[config.mk]
export PLATFORM = sky130hd
export DESIGN_NAME = mul_share_arbiter
export DESIGN_NICKNAME = d
export VERILOG_FILES = /design/src/rtl/mul_share_arbiter.sv
export SDC_FILE = /design/constraint.sdc
export NUM_CORES = 1
export LEC_CHECK = 0
export BUFFER_PORTS_ARGS = -buffer_cell sky130_fd_sc_hd__clkbuf_2
export CAP_MARGIN = 30
export CELL_PAD_IN_SITES_DETAIL_PLACEMENT = 1
export CELL_PAD_IN_SITES_GLOBAL_PLACEMENT = 1
export CORE_ASPECT_RATIO = 0.5
export CORE_MARGIN = 2
export CORE_UTILIZATION = 31
export DETAILED_ROUTE_END_ITERATION = 10
export PLACE_DENSITY_LB_ADDON = 0.15
export SYNTH_ARGS = -nofsm -noshare
export SYNTH_HDL_FRONTEND = slang
export SYNTH_SLANG_ARGS = --single-unit
[constraint.sdc]
create_clock -name clk -period 2.95 [get_ports clk]
set_clock_uncertainty 0.1 [all_clocks]
set_input_delay 0.59 -clock clk [delete_from_list [all_inputs] [get_ports clk]]
set_output_delay 0.59 -clock clk [all_outputs]
set_load 0.03 [all_outputs]
[src/rtl/mul_share_arbiter.sv]
// Round-robin arbiter that time-shares one fixed-latency 4-bit signed
// sequential multiplier between N requesters. Each requester gets a
// one-cycle operand grant and later a one-cycle tagged result strobe.
module mul_share_arbiter #(
    parameter int unsigned N       = 4,
    parameter int unsigned MUL_LAT = 5
) (
    input  logic             clk,
    input  logic             rst,
    input  logic [N-1:0]     req,
    input  logic [4*N-1:0]   a_bus,
    input  logic [4*N-1:0]   b_bus,
    output logic [N-1:0]     gnt,
    output logic             rsp_valid,
    output logic [1:0]       rsp_id,
    output logic [7:0]       rsp_p,
    output logic             busy,
    output logic             mul_start,
    output logic [3:0]       mul_a,
    output logic [3:0]       mul_b,
    input  logic [7:0]       mul_p
);

    localparam int unsigned IdW  = $clog2(N);
    localparam int unsigned CntW = (MUL_LAT > 1) ? $clog2(MUL_LAT) : 1;

    typedef enum logic [1:0] {StIdle, StIssue, StWait, StResp} state_e;

    state_e           state_q, state_d;
    logic [IdW-1:0]   last_q;
    logic [IdW-1:0]   id_q;
    logic [CntW-1:0]  cnt_q;
    logic [IdW-1:0]   cand;
    logic [IdW-1:0]   win_idx;
    logic             win_found;
    logic             grant;

    // Round-robin search: first requesting index strictly after last_q, wrapping.
    always_comb begin
        win_found = 1'b0;
        win_idx   = '0;
        cand      = '0;
        for (int k = 1; k <= int'(N); k++) begin
            cand = last_q + IdW'(k);
            if (!win_found && req[cand]) begin
                win_found = 1'b1;
                win_idx   = cand;
            end
        end
    end

    // Next-state logic and the combinational grant pulse.
    always_comb begin
        state_d = state_q;
        gnt     = '0;
        grant   = 1'b0;
        unique case (state_q)
            StIdle: begin
                // No grant while reset is asserted: the operands would not be latched.
                if (win_found && !rst) begin
                    grant        = 1'b1;
                    gnt[win_idx] = 1'b1;
                    state_d      = StIssue;
                end
            end
            StIssue: state_d = StWait;
            StWait: begin
                if (cnt_q == CntW'(MUL_LAT - 1)) begin
                    state_d = StResp;
                end
            end
            StResp: state_d = StIdle;
        endcase
    end

    // State register, operand/id capture, latency counter and result capture.
    always_ff @(posedge clk) begin
        if (rst) begin
            state_q <= StIdle;
            last_q  <= IdW'(N - 1);
            id_q    <= '0;
            cnt_q   <= '0;
            mul_a   <= '0;
            mul_b   <= '0;
            rsp_id  <= '0;
            rsp_p   <= '0;
        end else begin
            state_q <= state_d;
            if (grant) begin
                mul_a  <= a_bus[4*win_idx +: 4];
                mul_b  <= b_bus[4*win_idx +: 4];
                id_q   <= win_idx;
                last_q <= win_idx;
            end
            if (state_q == StIssue) begin
                cnt_q <= '0;
            end else if (state_q == StWait) begin
                cnt_q <= cnt_q + CntW'(1);
            end
            // The multiplier output is first valid in the last WAIT cycle.
            if (state_q == StWait && cnt_q == CntW'(MUL_LAT - 1)) begin
                rsp_p  <= mul_p;
                rsp_id <= id_q;
            end
        end
    end

    // Moore outputs decoded from the state register.
    always_comb begin
        mul_start = (state_q == StIssue);
        rsp_valid = (state_q == StResp);
        busy      = (state_q != StIdle);
    end

endmodule

==> out/metrics.csv <==
metric,value,unit
post-synth cell types,33,
Slew @ Worst Pin,0.514,ns
Post-CTS Setup Inserts,0,
# setup viols final,0,
fin area,1960,µm²
pwr dens,808,nW/µm²
ranking of synthesized cells by area,"dfxtp_1, nand2_1, mux2i_1",
routability cong.,0.709,
Reg-to-Reg End,mul_b[2],
CTS tree,built,
"top cells by count, synth","nand2_1, dfxtp_1, nand3_1",
vias,1450,
DRC errors left,0,
final WL,3860,µm
outcome,"finished, final reports clean",
"CP delay by family, top",simple AND/OR/NAND/NOR gates,
routed wire length per instance,12.6,µm
CP Max Fanout,5,
post-route setup TNS,0,ns
Placed Area,1910,µm²
"Clk Latency, worst-skew pair",0.28,ns
WP data required,2.26,ns
share of the synthesized area in the top cell type,36.5,%
Die Area,5380,µm²
Worst Min Path Start,rsp_p[0],
Worst Hold Path EP,rsp_p[0],
Die X,102,µm
Post-Syn Area,1480,µm²
I/O Pins,71,
share of the yosys chip area belonging to registers,36.5,%
"Min Clock Period, post-route",2.54,ns
"EDFF count, synth",0,
ys async rst share,0,%
VDD IR max,216,µV
"critical path, cell by cell","inv_1, ha_1, inv_1, or3_1, nor2_1, clkbuf_2",
CTS root buf,clkbuf_8,
vias per inst,4.72,
fin nets,294,
PostCTS Resize Cnt,0,
Hold Path Class,flip-flop to flip-flop,
"Cell Count, Final, Fillers Out",307,
initial antenna violation count,0,
top-count cell post-synth,nand2_1,
"slowest stage cell, crit path",or3_1,
Detail Route Antenna Nets,0,
total CTS buffers,3,
H-Tree Level Count,1,
Post-Syn Instances,170,
#FFs+latches synth,27,
GRT Resource Usage Total,15.2,%
gr ovfl total,0,
max_cap viols,0,
PortBufs,70,
most frequent CP cell,inv_1,
clk buf depth,2,
hpwl dp,3090,µm
startpoint class of the critical path,flip-flop,
clk sinks,27,
"Arr. time, crit path",1.85,ns
WHS Path Cells,2,
Place WS,0.418,ns
Hold Buf Count CTS,0,
Layout Area Growth over Synthesis,32.3,%
synth warn,0,
Synth Net Count,222,
CP peak stage delay,0.48,ns
setup ws final,0.406,ns
Leakage,0.894,nW
Tcrit/Tclk final,86.2,%
Max transition margin,65.4,%
top_reg_cell synth,dfxtp_1,
flop-to-flop setup slack,1.07,ns
worst reg2reg path depth,5,
placed cell count,303,
vias in the first global route,1416,
router iterations before antenna repair,4,
Final Hold Vio Count,0,
first-pass GRT wire length,6310,µm
diode count,0,
pin count of the biggest net entering global routing,24,
Rows,17,
Syn Area/Cell,8.71,µm²
layout cells sized above 1,42.3,%
fmax,393,MHz
Initial Utilization,33.0,%
Starting DRT DRC Count,28,
r2r startpoint,last_q[1],
die height,52.9,µm
CP Capture Type,output pin,
crit path kind,flip-flop to output pin,
"CTS clk-pin slew, worst paths",0.10,ns
RSZ-0062 raised after global routing,false,
total core area,4490,µm²
Final Max Slew Viols,0,
Worst Path Buf+Inv,3,
leading area contributor after synthesis,dfxtp_1,
==> worst min-delay path, stage by stage (launching register included) <==
cell and delay, ns:
dfxtp_1 0.32, nand2_1 0.05, a21oi_1 0.05
==> per-stage QoR <==
stage / util, % / hold slack [ns] / power, W
finish: 43.7 / 0.360 / 0.00158
detailed placement: 42.6 / 0.350 / 0.00138
global route: 43.7 / 0.385 / 0.00171
floorplan: - / 0.332 / 0.00115
global placement: 42.6 / 0.342 / 0.00136
CTS: 43.7 / 0.365 / 0.00162
==> routing by layer <==
layer / vias up / global-route usage, % / routed length, µm
met2: 43 / 29.3 / 1900
met5: - / 0 / 0
met1: 668 / 17.1 / 1680
met4: 0 / 2.03 / 18
met3: 4 / 4.49 / 259
li1: 735 / - / -
==> cells in the final DEF, fill, tap and decap left out <==
cell type,instances
ha_1,6
and3_1,1
o31ai_4,1
buf_4,6
nand3_1,17
a21oi_1,15
a22oi_1,1
and3b_1,1
clkbuf_8,3
or3_1,1
nand2b_1,1
nand2_1,33
dfxtp_1,27
mux2i_1,10
nor4_1,1
xnor2_1,1
nor3_1,5
inv_6,1
o31a_1,1
o221ai_4,1
clkbuf_2,70
a211oi_2,1
inv_1,5
nor2_1,10
xor2_1,1
nor2b_1,1
or2_2,1
mux2_2,8
o211ai_2,8
nor3_2,1
and2b_1,1
inv_2,1
==> state kept, by name, summed over array words and instances, names as in the netlist <==
register,cells
id_q,2
mul_b,4
mul_a,4
rsp_p,8
cnt_q,3
last_q,2
state_q,2
rsp_id,2
==> cell type report <==
type | instances | area (µm²)
clock buffers | 3 | 41.3
clock inverters | 1 | 8.76
fillers | 570 | 2530
inverters | 6 | 22.5
multi-input cells | 128 | 870
flip-flops and latches | 27 | 541
well taps | 66 | 82.6
repair buffers | 76 | 395
==> cell families after synthesis <==
kind of cell,Yosys count,share of synthesized area (%)
xor+xnor,2,1.18
buf+inv,15,4.81
compound gates,28,17.0
flops,27,36.5
mux,18,12.8
fa+ha+maj,6,5.07
simple gates,74,22.6
==> how the worst max path moves through the flow <==
stage	from	endpoint	slack, ns	depth (start not counted)
finish	state_q[1]	gnt[2]	0.41	6
global route	state_q[1]	gnt[3]	0.22	6
CTS	state_q[1]	gnt[2]	0.38	6
detailed placement	req[0]	gnt[2]	0.42	6
global placement	req[0]	gnt[2]	0.43	6
floorplan	req[0]	gnt[2]	0.35	5
==> power breakdown <==
part	leakage [nW]	switching [W]	internal, W	total [W]
Clock	0.0261	0.000128	0.0000994	0.000227
Sequential	0.221	0.0000698	0.000459	0.000529
Combinational	0.647	0.000514	0.000314	0.000828
Total	0.894	0.000712	0.000872	0.00158
Power figures use the tool's default switching activity.
